===== config.mk =====
export PLATFORM = sky130hd
export DESIGN_NAME = vga_pattern_gen
export DESIGN_NICKNAME = d
export VERILOG_FILES = /design/src/rtl/vga_pattern_pkg.sv /design/src/rtl/vga_pattern_gen_seg.sv /design/src/rtl/vga_pattern_gen.sv
export SDC_FILE = /design/constraint.sdc
export NUM_CORES = 1
export LEC_CHECK = 0
export CORE_UTILIZATION = 54
export CTS_BUF_LIST = sky130_fd_sc_hd__clkbuf_8
export DETAILED_ROUTE_END_ITERATION = 10
export GPL_ROUTABILITY_DRIVEN = 1
export PLACE_DENSITY = 0.81
export SYNTH_ARGS = -nofsm -noshare
export SYNTH_HDL_FRONTEND = slang
export SYNTH_HIERARCHICAL = 1
export SYNTH_SLANG_ARGS = --single-unit

===== constraint.sdc =====
create_clock -name i_pixclk -period 2.5 [get_ports i_pixclk]
set_input_delay 0.5 -clock i_pixclk [delete_from_list [all_inputs] [get_ports i_pixclk]]
set_output_delay 0.5 -clock i_pixclk [all_outputs]
set_load 0.005 [all_outputs]

===== src/rtl/vga_pattern_pkg.sv =====
// Mode encodings and colour helpers shared by the VGA test-pattern generator.
// Component helpers take the bits-per-colour count and return a 10-bit value.
package vga_pattern_pkg;

    localparam logic [2:0] MODE_BARS  = 3'd0;
    localparam logic [2:0] MODE_CHECK = 3'd1;
    localparam logic [2:0] MODE_RAMP  = 3'd2;
    localparam logic [2:0] MODE_SOLID = 3'd3;
    localparam logic [2:0] MODE_HATCH = 3'd4;

    function automatic logic [9:0] comp_full(input int bpc);
        return 10'((1 << bpc) - 1);
    endfunction

    function automatic logic [9:0] comp_34(input int bpc);
        return 10'(3 << (bpc - 2));
    endfunction

    function automatic logic [9:0] ramp_comp(input int bpc,
                                             input logic [3:0] s);
        return 10'({6'd0, s} << (bpc - 4));
    endfunction

    // {R,G,B} enables for the eight bars, brightest to darkest.
    function automatic logic [2:0] bar_mask(input logic [2:0] idx);
        logic [2:0] m;
        case (idx)
            3'd0:    m = 3'b111;
            3'd1:    m = 3'b110;
            3'd2:    m = 3'b011;
            3'd3:    m = 3'b010;
            3'd4:    m = 3'b101;
            3'd5:    m = 3'b100;
            3'd6:    m = 3'b001;
            default: m = 3'b000;
        endcase
        return m;
    endfunction

endpackage


===== src/rtl/vga_pattern_gen_seg.sv =====
// Saturating segment index across a line; segment size is latched on clear.
// Index tracks the pixel at the current horizontal position.
module vga_seg_counter
    import vga_pattern_pkg::*;
#(
    parameter int HW    = 12,
    parameter int LOG2N = 3
) (
    input  logic             clk_i,
    input  logic             rst_ni,
    input  logic [HW-1:0]    extent_i,
    input  logic             clear_i,
    input  logic             advance_i,
    output logic [LOG2N-1:0] idx_o
);

    localparam logic [LOG2N-1:0] IDX_MAX = '1;

    logic [HW-1:0]    ext_q, ext_d;
    logic [HW-1:0]    cnt_q, cnt_d;
    logic [LOG2N-1:0] idx_q, idx_d;

    always_comb begin
        ext_d = ext_q;
        cnt_d = cnt_q;
        idx_d = idx_q;
        if (clear_i) begin
            ext_d = extent_i;
            cnt_d = '0;
            idx_d = '0;
        end else if (advance_i && idx_q != IDX_MAX) begin
            if (cnt_q == ext_q - 1'b1) begin
                cnt_d = '0;
                idx_d = idx_q + 1'b1;
            end else begin
                cnt_d = cnt_q + 1'b1;
            end
        end
    end

    always_ff @(posedge clk_i or negedge rst_ni) begin
        if (!rst_ni) begin
            ext_q <= '0;
            cnt_q <= '0;
            idx_q <= '0;
        end else begin
            ext_q <= ext_d;
            cnt_q <= cnt_d;
            idx_q <= idx_d;
        end
    end

    assign idx_o = idx_q;

endmodule


===== src/rtl/vga_pattern_gen.sv =====
// VGA test-pattern generator: bars, checkerboard, ramp, solid, cross-hatch.
// Define VGA_PATTERN_SCROLL_EN to scroll checkerboard/hatch by one pixel per frame.
module vga_pattern_gen
    import vga_pattern_pkg::*;
#(
    parameter int BPC       = 8,
    parameter int HW        = 12,
    parameter int VW        = 12,
    parameter int CHK_LOG2  = 5,
    parameter int GRID_LOG2 = 6
) (
    input  logic             i_pixclk,
    input  logic             i_reset_n,
    input  logic [HW-1:0]    i_width,
    input  logic [VW-1:0]    i_height,
    input  logic [2:0]       i_mode,
    input  logic [3*BPC-1:0] i_color,
    input  logic             i_rd,
    input  logic             i_newline,
    input  logic             i_newframe,
    output logic [3*BPC-1:0] o_pixel
);

    localparam logic [BPC-1:0] L34  = BPC'(comp_34(BPC));
    localparam logic [BPC-1:0] FULL = BPC'(comp_full(BPC));
    localparam int XW = (CHK_LOG2 + 1 > GRID_LOG2) ? CHK_LOG2 + 1 : GRID_LOG2;

    logic [HW-1:0]    hpos_q, hpos_d;
    logic [VW-1:0]    ypos_q, ypos_d;
    logic [HW-1:0]    wid_q, wid_d;
    logic [VW-1:0]    hgt_q, hgt_d;
    logic [2:0]       mode_q, mode_d;
    logic             run_q, run_d;
    logic             seen_q, seen_d;
    logic [3*BPC-1:0] pix_q, pix_d;

    logic ev_nf, ev_nl, ev_rd, ln_clr;
    logic [2:0] bar_idx;
    logic [3:0] ramp_idx;
    logic [XW-1:0] xs;
    logic border;
    logic [2:0] m;
    logic [BPC-1:0] gray;
    logic [3*BPC-1:0] pat;

    assign ev_nf  = i_newframe;
    assign ev_nl  = !i_newframe && i_newline;
    assign ev_rd  = !i_newframe && !i_newline && i_rd;
    assign ln_clr = i_newframe || i_newline;

    vga_seg_counter #(.HW(HW), .LOG2N(3)) u_bar_seg (
        .clk_i     (i_pixclk),
        .rst_ni    (i_reset_n),
        .extent_i  (i_width >> 3),
        .clear_i   (ln_clr),
        .advance_i (ev_rd),
        .idx_o     (bar_idx)
    );

    vga_seg_counter #(.HW(HW), .LOG2N(4)) u_ramp_seg (
        .clk_i     (i_pixclk),
        .rst_ni    (i_reset_n),
        .extent_i  (i_width >> 4),
        .clear_i   (ln_clr),
        .advance_i (ev_rd),
        .idx_o     (ramp_idx)
    );

`ifdef VGA_PATTERN_SCROLL_EN
    logic [HW-1:0] off_q, off_d;

    assign off_d = ev_nf ? off_q + 1'b1 : off_q;
    assign xs    = hpos_q[XW-1:0] + off_q[XW-1:0];

    always_ff @(posedge i_pixclk or negedge i_reset_n) begin
        if (!i_reset_n) off_q <= '0;
        else            off_q <= off_d;
    end
`else
    assign xs = hpos_q[XW-1:0];
`endif

    always_comb begin
        hpos_d = hpos_q;
        ypos_d = ypos_q;
        wid_d  = wid_q;
        hgt_d  = hgt_q;
        mode_d = mode_q;
        run_d  = run_q;
        seen_d = seen_q;
        if (ln_clr) begin
            hpos_d = '0;
            wid_d  = i_width;
            hgt_d  = i_height;
            seen_d = 1'b0;
        end
        if (ev_nf) begin
            ypos_d = '0;
            mode_d = i_mode;
            run_d  = 1'b1;
        end else if (ev_nl) begin
            if (seen_q && ypos_q != '1) ypos_d = ypos_q + 1'b1;
        end else if (ev_rd) begin
            seen_d = 1'b1;
            if (hpos_q != '1) hpos_d = hpos_q + 1'b1;
        end
    end

    assign border = (hpos_q == '0) || (hpos_q == wid_q - 1'b1) ||
                    (ypos_q == '0) || (ypos_q == hgt_q - 1'b1);

    assign m    = bar_mask(bar_idx);
    assign gray = BPC'(ramp_comp(BPC, ramp_idx));

    always_comb begin
        pat = '0;
        case (mode_q)
            MODE_BARS:
                pat = {{BPC{m[2]}} & L34, {BPC{m[1]}} & L34, {BPC{m[0]}} & L34};
            MODE_CHECK:
                pat = (xs[CHK_LOG2] ^ ypos_q[CHK_LOG2]) ? '1 : '0;
            MODE_RAMP:
                pat = {gray, gray, gray};
            MODE_SOLID:
                pat = i_color;
            MODE_HATCH:
                pat = (xs[GRID_LOG2-1:0] == '0 ||
                       ypos_q[GRID_LOG2-1:0] == '0) ? '1 : '0;
            default:
                pat = '0;
        endcase
    end

    // Output stays black after reset until a frame start has been seen.
    always_comb begin
        pix_d = pix_q;
        if (ev_rd) begin
            if (!run_q)      pix_d = '0;
            else if (border) pix_d = {FULL, FULL, FULL};
            else             pix_d = pat;
        end
    end

    always_ff @(posedge i_pixclk or negedge i_reset_n) begin
        if (!i_reset_n) begin
            hpos_q <= '0;
            ypos_q <= '0;
            wid_q  <= '0;
            hgt_q  <= '0;
            mode_q <= '0;
            run_q  <= 1'b0;
            seen_q <= 1'b0;
            pix_q  <= '0;
        end else begin
            hpos_q <= hpos_d;
            ypos_q <= ypos_d;
            wid_q  <= wid_d;
            hgt_q  <= hgt_d;
            mode_q <= mode_d;
            run_q  <= run_d;
            seen_q <= seen_d;
            pix_q  <= pix_d;
        end
    end

    assign o_pixel = pix_q;

endmodule


==> impl_metrics.toml, run 1 <==
[routing]
drtIter0Drc = 525
antenna_left = 0
drt_wl_total_mm = 21.7
wl_met2_mm = 11.0
vias = 7433
wl_met3_mm = 1.15
dr.max_layer_used = "met4"
remaining_drc_errors = 9
drt-vias-per-instance = 6.09
dr.pass1.iters = 10
wl_per_cell_um = 17.8
wl_met1_mm = 8.97

[timing]
fmax_ghz = 0.402
tns_ps = 0
relSlewSlack_pct = 29.5
finalHoldViolations = 0
slew_violations = 0
hold_slack_ps = 25.1
worst_slew_pin_slew_ps = 1050
period_minus_slack_ps = 2480
rsz0062_at_grt = "yes"
fin_skew_ps = 10.5
fin_ws_ps = 15.2
fin_crit_sh_pct = 99.4
finalSetupViolCount = 0

[synthesis]
synth_compound_area_share_pct = 18.5
synth-simple-area-share_pct = 22.6
yosys.cell_count.top_type = "dfrtp_1"
synth_top_area_share_pct = 40.5
ys_types = 75
yosysSeqAreaShare_pct = 40.5
ys.flop_type = "dfrtp_1"
synth_top_area_cell = "dfrtp_1"
synth.area.mux_share_pct = 3.21
yosysWarningCount = 6
netlist_area_mm2 = 0.00816
synthTopCellsByCount = "132 x dfrtp_1, 120 x nand2_1, 72 x nor2_1"
synth_top_family_by_area = "simple AND/OR/NAND/NOR gates"
async_reset_ff_share_pct = 100
synth_edf_count = 0
synth.avg_cell_area_um2 = 8.99
synthXorXnorAreaFrac_pct = 8.38
yosys.area_share.adder_pct = 1.99
synth_area_leaders = "dfrtp_1 40%, nand2_1 5.5%, xor2_1 5.0%, a21oi_1 3.9%, xnor2_1 3.3%"
syn_inst = 907
ys_ff_latch = 132

[global_routing]
grt.overflow.total = 0
grt_pass1_wl_mm = 34.8
grt_pass1_vias = 7103
antenna_found_initial = 0
grt_max_degree = 62
track_usage_pct = 27.9

[clock_network]
cts_tree = "built"
cts.sinks = 132
ctsRootBufferMaster = "clkbuf_8"
cts_max_path_buffers = 2
cts_hold_buf = 0
cts_htree_levels = 4
numCtsBuffers = 17
clk_latency_ps = 450
path_clk_slew_ps = 80

[floorplanning]
die_y_um = 125
die_w_um = 125
ioPinCount = 80
core_area_mm2 = 0.0146
dieArea_mm2 = 0.0156
start_util_pct = 55.7
rows = 44

[placed_design]
place_inst = 1180
detailed_place_hpwl_mm = 14.3
placed_area_mm2 = 0.00947
place.gp.congestion = 0.897
numPortBuffers = 79
place_ws_ps = 11.4

[power]
ir_drop_v = 0.000477
p_per_area_mw_per_mm2 = 545
power.leakage_nw = 4.29
finalPower_mw = 5.62

[critical_path]
crit_type = "flip-flop to flip-flop"
cp.arrival_ps = 2850
critPathMaxStageDelay_ps = 560
critPathLaunchType = "flip-flop"
cp_common_cell = "or4_4"
crit_chain = "or4_4 > o31a_1 > o22ai_2 > nor2_1 > and4_4 > or4_4 > a31oi_4"
end_kind = "flip-flop"
cpMaxStageDelayCell = "or4_4"
critPathRequiredTime_ps = 2870
cp_max_fo = 5

[finish]
final_area_mm2 = 0.0103
fin_cells = 1221
nFillCells = 1087
final_core_util_pct = 70.4
area_growth_pct = 26.3
final_nets = 1093
drive_gt1_share_pct = 18.5
antennaDiodeCount = 0

[status]
violations = "DRC"
status = "finished, violations left"

[hold_path]
min_path_type = "primary input to async pin"

[run]
maxCapViolations = 0
==> state kept, by name (all words and copies together) (netlist names) <==
| register | flops |
|---|---|
| ypos_q | 12 |
| hpos_q | 12 |
| u_bar_seg/cnt_q | 12 |
| u_bar_seg/idx_o | 3 |
| run_q | 1 |
| u_ramp_seg/idx_o | 4 |
| u_bar_seg/ext_q | 12 |
| u_ramp_seg/ext_q | 12 |
| hgt_q | 12 |
| o_pixel | 24 |
| u_ramp_seg/cnt_q | 12 |
| mode_q | 3 |
| wid_q | 12 |
| seen_q | 1 |
==> final cells by class <==
type	count	area, um^2	share of cell area (%)
Timing Repair Buffer	146	1410	13.7
Clock buffer	20	275	2.67
Sequential cell	132	3300	32.1
Clock inverter	12	209	2.03
Inverter	36	135	1.31
Multi-Input combinational cell	691	4740	46.0
Tap cell	184	230	2.23
==> cells in the final DEF (no fill, tap or decap), types with 11 or more instances in the layout <==
cell type and count:
dfrtp_1 132, nand2_1 120, clkdlybuf4s50_1 78, nor2_1 71, a21oi_1 63, buf_4 57, xor2_1 47, inv_1 37
o21ai_0 34, xnor2_1 30, nand3_1 29, nor3_1 24, clkbuf_8 20, a211oi_1 17, mux2_2 17, nand4_1 15
a31oi_2 13, a31oi_4 12, a31oi_1 11, ha_1 11
==> final timing paths <==
| check | to | cells after the start | slack (ps) | from |
|---|---|---|---|---|
| min in group i_pixclk | run_q | 1 | 480 | run_q |
| setup reg to reg | u_ramp_seg/cnt_q[7] | 7 | 20 | u_ramp_seg/ext_q[4] |
| setup / recovery | u_ramp_seg/cnt_q[7] | 7 | 20 | u_ramp_seg/ext_q[4] |
| hold / removal | hgt_q[1] | 1 | 30 | i_reset_n |
| max in group asynchronous | u_ramp_seg/cnt_q[9] | 2 | 1790 | i_reset_n |
| hold reg to reg | run_q | 1 | 480 | run_q |
==> report_power, final <==
part / total, mW / internal (mW) / leakage, nW / switching, mW
registers: 2.40 / 2.27 / 1.67 / 0.131
clock network: 2.20 / 1.35 / 0.253 / 0.842
logic: 1.02 / 0.515 / 2.37 / 0.504
total: 5.62 / 4.14 / 4.29 / 1.48
==> cells by family (layout without fill, tap and decap cells) <==
kind of cell               count (synthesis)  in the layout
adders and majority gates                 13             13
muxes                                     24             24
buffers and inverters                     90            214
and+or+nand+nor                          357            357
xor gates and xnor gates                  78             78
other                                      1              7
AOI/OAI and AO/OA                        212            212
DFF                                      132            132
==> critical path: cells and delay by family (launching register included) <==
kind,cells,cell delay (ps)
compound gates,3,670
simple gates,4,1350
flops,1,400
==> what timing repair did <==
| item | in CTS | in global routing |
|---|---|---|
| gates resized for setup | 0 | 46 |
| pin swaps | 2 | 20 |
| cloned | 0 | 2 |
| endpoints found under the setup margin | 2 | 50 |
| buffers inserted | 2 | 5 |
==> layer usage <==
| layer | GRT usage (%) | up-vias |
|---|---|---|
| li1 | - | 3485 |
| met1 | 34.9 | 3620 |
| met2 | 48.1 | 271 |
| met3 | 5.58 | 57 |
| met4 | 9.61 | 0 |
| met5 | 0 | - |
(Power assumes the default switching activity.)
==> run 2: changes to the inputs <==
--- a/config.mk
+++ b/config.mk
@@ -9,8 +9,10 @@
 export CTS_BUF_LIST = sky130_fd_sc_hd__clkbuf_8
 export DETAILED_ROUTE_END_ITERATION = 10
 export GPL_ROUTABILITY_DRIVEN = 1
+export MAX_ROUTING_LAYER = met4
 export PLACE_DENSITY = 0.81
 export SYNTH_ARGS = -nofsm -noshare
 export SYNTH_HDL_FRONTEND = slang
 export SYNTH_HIERARCHICAL = 1
 export SYNTH_SLANG_ARGS = --single-unit
+export TNS_END_PERCENT = 30
==> impl_metrics.toml, run 2 (synthesis results as in run 1) <==
[placed_design]
detailed_place_hpwl_mm = 14.3
place.gp.congestion = 0.913
place_ws_ps = 11.4
numPortBuffers = 79
place_inst = 1180

[global_routing]
antenna_found_initial = 0
grt_pass1_wl_mm = 34.8
grt.overflow.total = 0
grt_pass1_vias = 7087
grt_max_degree = 62
track_usage_pct = 28.7

[finish]
largest_reg_flops = 24
antennaDiodeCount = 0
final_cell_mix = "132 x dfrtp_1, 120 x nand2_1, 78 x clkdlybuf4s50_1"
fin_cells = 1219
area_growth_pct = 25.0
final_common_cell = "dfrtp_1"
final_nets = 1091
drive_gt1_share_pct = 18.2

[floorplanning]
ioPinCount = 80
die_w_um = 125
rows = 44
start_util_pct = 55.7
dieArea_mm2 = 0.0156
die_y_um = 125
core_area_mm2 = 0.0146

[routing]
antenna_left = 0
vias = 7410
drt-vias-per-instance = 6.08
drtIter0Drc = 495
remaining_drc_errors = 9
drt_wl_total_mm = 21.5
dr.pass1.iters = 10
wl_per_cell_um = 17.6

[critical_path]
critPathMaxStageDelay_ps = 560
cpMaxStageDelayCell = "or4_4"
cp_max_fo = 5
end_kind = "flip-flop"
crit_start = "u_ramp_seg/ext_q[4]"
cp_common_cell = "or4_4"
crit_path_end = "u_ramp_seg/cnt_q[7]"
r2r_cells = 7
r2r-start = "u_ramp_seg/ext_q[4]"
critPathRequiredTime_ps = 2870
worstReg2RegEnd = "u_ramp_seg/cnt_q[7]"
crit_chain = "or4_4 > o31a_1 > o22ai_2 > nor2_1 > and4_4 > or4_4 > a31oi_4"
crit_type = "flip-flop to flip-flop"
reg2reg_slack_ps = 40
critPathLaunchType = "flip-flop"
cp.arrival_ps = 2830

[clock_network]
cts_tree = "built"
cts_max_path_buffers = 2
cts.sinks = 132
cts_hold_buf = 0
path_clk_slew_ps = 80
numCtsBuffers = 17
ctsRootBufferMaster = "clkbuf_8"
clk_latency_ps = 450
cts_htree_levels = 4

[timing]
worst_slew_pin_slew_ps = 1030
period_minus_slack_ps = 2460
hold_slack_ps = 28.6
finalHoldViolations = 0
fmax_ghz = 0.407
rsz0062_at_grt = "yes"
relSlewSlack_pct = 31.2
fin_skew_ps = 10.1
finalSetupViolCount = 0
fin_ws_ps = 40.4
fin_crit_sh_pct = 98.4
slew_violations = 0

[status]
violations = "DRC"
status = "finished, violations left"

[power]
ir_drop_v = 0.000477
finalPower_mw = 5.59
power.leakage_nw = 4.26
p_per_area_mw_per_mm2 = 549

[run]
maxCapViolations = 0

[hold_path]
min_path_type = "primary input to async pin"
## run 2: worst min path at each step
stage	endpoint	slack (ps)
floorplan	hgt_q[0]	200
finish	hgt_q[1]	30
global route	hgt_q[3]	50
global placement	run_q	440
detailed placement	run_q	450
CTS	wid_q[1]	40
## run 2: worst max-delay path: cells and delay by family, from the launching register on
family | cells | cell delay (ps)
AND/OR/NAND/NOR | 4 | 1280
AO/OA/AOI/OAI | 3 | 710
flip-flops | 1 | 400
## run 2: metal layers
layer / track usage [%] / wire length, um
met4: 9.61 / 541
met2: 48.0 / 10900
met3: 5.58 / 1200
met5: - / 0
met1: 35.0 / 8890
## run 2: timing repair
item / in CTS / in global routing
pin swaps: 2 / 19
setup endpoints to repair: 2 / 50
gates resized for setup: 0 / 35
cloned: 0 / 1
setup buffers: 2 / 4
## run 2: layout make-up
cell class | count | area, um^2
clock buffers | 20 | 275
multi-input cells | 691 | 4660
flip-flops and latches | 132 | 3300
repair buffers | 144 | 1380
well taps | 184 | 230
clock inverters | 12 | 209
fillers | 1113 | 4450
inverters | 36 | 135
## run 2: through the flow
step                      cell area, um^2  TNS, ps  utilization, %
after global routing                10200    -1310            69.6
after global placement               9470        0            64.7
after floorplan                      8180        0               -
final                               10200        0            69.6
after CTS                            9970        0            68.1
after detailed placement             9470        0            64.7
## run 2: power by group
part,internal (mW),switching [mW],leakage [nW]
clock,1.35,0.843,0.253
combinational,0.504,0.493,2.34
sequential,2.27,0.131,1.67
total,4.13,1.47,4.26
==> run 3: changes to the inputs <==
--- a/config.mk
+++ b/config.mk
@@ -5,12 +5,14 @@
 export SDC_FILE = /design/constraint.sdc
 export NUM_CORES = 1
 export LEC_CHECK = 0
-export CORE_UTILIZATION = 54
+export ABC_AREA = 1
+export CORE_UTILIZATION = 55
 export CTS_BUF_LIST = sky130_fd_sc_hd__clkbuf_8
+export CTS_CLUSTER_SIZE = 12
 export DETAILED_ROUTE_END_ITERATION = 10
 export GPL_ROUTABILITY_DRIVEN = 1
 export MAX_ROUTING_LAYER = met4
-export PLACE_DENSITY = 0.81
+export PLACE_DENSITY = 0.82
 export SYNTH_ARGS = -nofsm -noshare
 export SYNTH_HDL_FRONTEND = slang
 export SYNTH_HIERARCHICAL = 1
==> impl_metrics.toml, run 3 <==
[critical_path]
r2r-start = "hgt_q[0]"
worstReg2RegEnd = "o_pixel[21]"
end_kind = "flip-flop"
crit_chain = "inv_1 > ha_1 > inv_1 > nand2_1 > nand2_1 > nand2_1 > nand3_1 > nor2_1 > nand2_1 > nor2_4 > nand4_4 > nand4_1 > nand2_1 > nand2_1"
critPathMaxStageDelay_ps = 410
reg2reg_slack_ps = 290
path_buf_inv = 2
cpMaxStageDelayCell = "dfrtp_1"
cp_max_fo = 24
critPathTopFamily = "simple AND/OR/NAND/NOR gates"
r2r_cells = 14
cp_common_cell = "nand2_1"
critPathRequiredTime_ps = 2900
crit_type = "flip-flop to flip-flop"
critPathLaunchType = "flip-flop"
cp.arrival_ps = 2610

[synthesis]
ys_types = 46
ys.flop_type = "dfrtp_1"
async_reset_ff_share_pct = 100
syn_inst = 1200
synthTopCellsByCount = "403 x nand2_1, 132 x dfrtp_1, 125 x inv_1"
synth_top_area_cell = "dfrtp_1"
netlist_area_mm2 = 0.00849
synth_top_area_share_pct = 38.9
synth_area_leaders = "dfrtp_1 39%, nand2_1 18%, inv_1 5.5%, nand3_1 4.4%, o21ai_0 3.9%"
ys_ff_latch = 132
synth_edf_count = 0
yosysWarningCount = 6
synth.avg_cell_area_um2 = 7.07
yosys.cell_count.top_type = "nand2_1"
yosysSeqAreaShare_pct = 38.9

[timing]
slew_violations = 0
fmax_ghz = 0.453
finalSetupViolCount = 0
relSlewSlack_pct = 57.0
fin_skew_ps = 11.1
finalHoldViolations = 0
fin_crit_sh_pct = 88.3
period_minus_slack_ps = 2210
worst_slew_pin_slew_ps = 645
fin_ws_ps = 294
tns_ps = 0
rsz0062_at_grt = "no"

[routing]
antenna_left = 0
vias = 7915
drt_wl_total_mm = 20.4
wl_per_cell_um = 13.7
dr.pass1.iters = 5
remaining_drc_errors = 0
drtIter0Drc = 686
drt-vias-per-instance = 5.31

[placed_design]
detailed_place_hpwl_mm = 15.0
place_ws_ps = 118
place.gp.congestion = 0.956
numPortBuffers = 79

[status]
status = "finished clean"

[global_routing]
grt_pass1_wl_mm = 34.4
grt_pass1_vias = 7309
antenna_found_initial = 0
track_usage_pct = 28.1
grt_max_degree = 54
grt.overflow.total = 0

[floorplanning]
die_w_um = 126
start_util_pct = 56.0
ioPinCount = 80
die_y_um = 126
dieArea_mm2 = 0.0159
core_area_mm2 = 0.0151
rows = 45

[clock_network]
cts_setup_buffers = 0
clk_latency_ps = 470
cts_tree = "built"
numCtsBuffers = 17
cts_max_path_buffers = 2
ctsRootBufferMaster = "clkbuf_8"
cts.sinks = 132
path_clk_slew_ps = 70
ctsResizeCount = 0
cts_htree_levels = 4
cts_hold_buf = 1

[hold_path]
min_path_type = "flip-flop to flip-flop"
min_from = "run_q"
min_path_cells = 2
holdPathEnd = "run_q"

[finish]
final_common_cell = "nand2_1"
largest_reg_flops = 24
drive_gt1_share_pct = 9.83
final_nets = 1360
final_cell_mix = "403 x nand2_1, 132 x dfrtp_1, 128 x inv_1"
nFillCells = 1285
area_growth_pct = 16.1
antennaDiodeCount = 0

[run]
maxCapViolations = 0

[power]
p_per_area_mw_per_mm2 = 526
power.leakage_nw = 4.73
ir_drop_v = 0.000448
==> run 3: cell count changes after synthesis, sizes merged, moves of 12 or more <==
cell,delta
nand2,+300
inv,+103
nand3,+53
nor2,+44
a31oi,-35
o21ai,+30
clkbuf,-25
xor2,-25
nand4,+22
mux2,-17
a211oi,-16
a21oi,-13
or4,-12
==> run 3: worst max-delay path by stage <==
stage	startpoint	endpoint	slack (ps)	cells after the start
after global placement	i_newline	u_bar_seg/cnt_q[9]	230	10
after detailed placement	i_newline	u_ramp_seg/cnt_q[10]	120	10
after global routing	u_ramp_seg/ext_q[0]	u_ramp_seg/idx_o[2]	80	15
after CTS	hgt_q[0]	o_pixel[21]	330	14
final	hgt_q[0]	o_pixel[21]	290	14
after floorplan	i_newline	u_ramp_seg/cnt_q[10]	130	11
==> run 3: layout make-up <==
type / count / area, um^2 / area share [%]
repair buffers: 101 / 985 / 9.99
inverters: 141 / 529 / 5.37
clock buffers: 21 / 289 / 2.93
flip-flops and latches: 132 / 3300 / 33.5
well taps: 188 / 235 / 2.39
multi-input cells: 898 / 4450 / 45.1
clock inverters: 9 / 65.1 / 0.660
==> run 3: through the flow <==
step                total power, mW  instance area, um^2  hold WS (ps)  util (%)  cells
floorplan                      3.08                 8510           204         -   1206
global placement               3.51                 9490           446      62.7   1459
detailed placement             3.53                 9490           451      62.7   1459
CTS                            5.22                 9860           483      65.1   1490
global route                   5.47                 9860           506      65.1   1490
finish                         5.19                 9860           473      65.1   1490
==> run 3: cells by family after synthesis <==
group | count (synthesis) | share of synthesized area [%]
other | 1 | 0.0442
buffers and inverters | 176 | 8.91
DFF | 132 | 38.9
and+or+nand+nor | 699 | 37.3
adders and majority gates | 13 | 1.92
xor gates and xnor gates | 42 | 4.33
AOI/OAI and AO/OA | 137 | 8.52
==> run 3: metal layers <==
metal  track usage, %  vias to the layer above  part of all wire (%)
li1                 -                     4013                     -
met1             36.5                     3640                    46
met2             43.3                      218                    47
met3             5.90                       44                   5.3
met4             10.2                        0                   2.2
met5                -                        -                     0
==> run 3: worst min-delay path, stage by stage (launching register included) <==
cell     delay (ps)
dfrtp_1         320
inv_1            60
nand2_1          60
==> run 3: power by group <==
part           internal (mW)  switching (mW)  total [mW]
Sequential              2.29           0.133        2.42
Combinational          0.480           0.600        1.08
Clock                  0.858           0.826        1.68
==> patch: new RTL, settings of run 1 <==
Register the input `i_color` before use, with the module's reset. The logic sees it one clock later. The other inputs are not delayed to match.
--- a/src/rtl/vga_pattern_gen.sv
+++ b/src/rtl/vga_pattern_gen.sv
@@ -24,6 +24,16 @@
     localparam logic [BPC-1:0] L34  = BPC'(comp_34(BPC));
     localparam logic [BPC-1:0] FULL = BPC'(comp_full(BPC));
     localparam int XW = (CHK_LOG2 + 1 > GRID_LOG2) ? CHK_LOG2 + 1 : GRID_LOG2;
+
+    logic [3*BPC-1:0] i_color_q;
+
+    always_ff @(posedge i_pixclk or negedge i_reset_n) begin
+        if (!i_reset_n) begin
+            i_color_q <= '0;
+        end else begin
+            i_color_q <= i_color;
+        end
+    end
 
     logic [HW-1:0]    hpos_q, hpos_d;
     logic [VW-1:0]    ypos_q, ypos_d;
@@ -122,7 +132,7 @@
             MODE_RAMP:
                 pat = {gray, gray, gray};
             MODE_SOLID:
-                pat = i_color;
+                pat = i_color_q;
             MODE_HATCH:
                 pat = (xs[GRID_LOG2-1:0] == '0 ||
                        ypos_q[GRID_LOG2-1:0] == '0) ? '1 : '0;
Function: changed (a bounded check fails within 10 cycles, from zero or initial values and one cycle with i_reset_n low).
==> patch against run 1 <==
Sequential power grew 18%; non-clock buffer count shrank 21; combinational power shrank 6%; wire length shrank 7.8%; final area is essentially flat; global-route usage shrank 2.3 points; clock power shrank 8%; sequential cell count grew 24; total power grew 3.5%; hold slack lost 0.015 ns; worst setup slack gained 0.056 ns; synthesized area grew 5.4%.
==> patch: results (changes against run 1) <==
stage,metric,value,unit,change
logic_synthesis,synthTopCellsByArea,"dfrtp_1 (45%), nand2_1 (5.5%), xor2_1 (4.6%)",,
power,p_leak,4.30,nW,+0.18%
setup_path,cp_top_family,simple AND/OR/NAND/NOR gates,,
sta,hold_ws,0.0103,ns,-0.0147 ns
logic_synthesis,synth.distinct_cells,83,,+11%
place,portBuffers,79,,unchanged
routing,vias,7139,,-4.0%
setup_path,crit_path_max_incr_delay,0.53,ns,-0.03 ns
setup_path,crit_path_max_fanout,8,,+3
sta,finClkSkew,0.0114,ns,+0.000914 ns
cells_and_area,nets,1080,,-1.2%
grt,grt_max_degree,60,,-3.2%
cells_and_area,drive_gt1_frac,0.134,,-0.0510
sta,relSlewSlack,0.583,,+0.288
power,ir_worst_vdd,0.000405,V,-15%
routing,first_pass_iters,5,,-5
grt,track_usage,0.255,,-0.0231
setup_path,ff2ff_path_depth,8,,+1
place,hpwl,13.8,mm,-3.4%
grt,grt_pass1_wl,32.9,mm,-5.7%
routing,wl_per_cell,16.2,um,-8.6%
routing,drtIter0Drc,520,,-0.95%
setup_path,reg2reg_from,u_bar_seg/ext_q[0]$_DFFE_PN0P_,,
power,p_sw_frac,0.267,,+0.00402
grt,grt_pass1_vias,6772,,-4.7%
logic_synthesis,ys_seq_area_frac,0.454,,+0.0493
setup_path,r2r_slack,0.07,ns,+0.06 ns
power,p_seq_frac,0.485,,+0.057
cells_and_area,fillers,1195,,+9.9%
status,outcome,"complete, no violations",,
place,placed_cell_area,9800,sq um,+3.5%
setup_path,arrival,2.78,ns,-0.07 ns
setup_path,r2r-end,u_bar_seg/cnt_q[3]$_DFFE_PN0P_,,
place,gp_congestion,0.863,,-3.9%
-- patch: repair_timing --
item                                    in CTS  in global routing
setup buffers                                0                  4
gates resized for setup                      0                 13
endpoints found under the setup margin       0                 50
-- patch: logic make-up (layout without fill, tap and decap cells) --
group | after synthesis | after routing | synth area share
AOI/OAI and AO/OA | 194 | 194 | 0.149
and+or+nand+nor | 357 | 357 | 0.217
DFF | 156 | 156 | 0.454
buffers and inverters | 81 | 185 | 0.0427
xor gates and xnor gates | 81 | 81 | 0.0826
adders and majority gates | 13 | 13 | 0.0189
muxes | 28 | 28 | 0.0352
other | 1 | 7 | 0.000436
-- patch: how the worst max path moves through the flow --
stage | cells after the start | endpoint | from
3_3_place_gp | 10 | u_bar_seg/cnt_q[11]$_DFFE_PN0P_ | i_newframe
6_report | 8 | u_bar_seg/cnt_q[3]$_DFFE_PN0P_ | u_bar_seg/ext_q[0]$_DFFE_PN0P_
2_1_floorplan | 11 | u_bar_seg/cnt_q[9]$_DFFE_PN0P_ | u_bar_seg/ext_q[0]$_DFFE_PN0P_
5_1_grt | 8 | u_bar_seg/idx_o[2]$_DFFE_PN0P_ | u_bar_seg/ext_q[0]$_DFFE_PN0P_
4_1_cts | 8 | u_ramp_seg/cnt_q[11]$_DFFE_PN0P_ | u_ramp_seg/ext_q[3]$_DFFE_PN0P_
3_5_place_dp | 10 | u_bar_seg/cnt_q[11]$_DFFE_PN0P_ | i_newframe
-- patch: worst register-to-register path, cell delays in order (launching register included) --
cell and delay, ns:
dfrtp_1 0.39, buf_6 0.13, or4_4 0.53, a211oi_2 0.23, o22ai_2 0.12, a2111oi_4 0.42, nand4_4 0.20, nand2b_2 0.21
nor2_1 0.08
-- patch: final cells by class --
type                            instances  area (sq um)  share of cell area
Clock buffer                           18           248              0.0240
Clock inverter                         11           171              0.0166
Inverter                               31           116              0.0113
Multi-Input combinational cell        680          4400               0.427
Sequential cell                       156          3900               0.379
Tap cell                              211           264              0.0256
Timing Repair Buffer                  125          1210               0.117
-- patch: stage by stage --
stage	worst slack (ns)	cells
floorplan	0.0334	917
global placement	0.0716	1199
detailed placement	0.0115	1199
CTS	0.0520	1228
global route	-0.0356	1232
finish	0.0712	1232
-- patch: layer usage --
layer / global-route usage / up-vias / routed length (um) / part of all wire
li1: - / 3426 / - / -
met1: 0.332 / 3480 / 8680 / 0.43
met2: 0.435 / 202 / 10100 / 0.51
met3: 0.0417 / 31 / 847 / 0.042
met4: 0.0865 / 0 / 331 / 0.017
met5: 0 / - / 0 / 0
-- patch: power by group through the flow --
stage                     Clock (W)  Sequential (W)  Combinational [W]
after floorplan                   0         0.00284           0.000523
after global placement            0         0.00286           0.000910
after detailed placement          0         0.00287           0.000932
after CTS                   0.00207         0.00282           0.000940
after global routing        0.00219         0.00285            0.00105
final                       0.00203         0.00282           0.000955
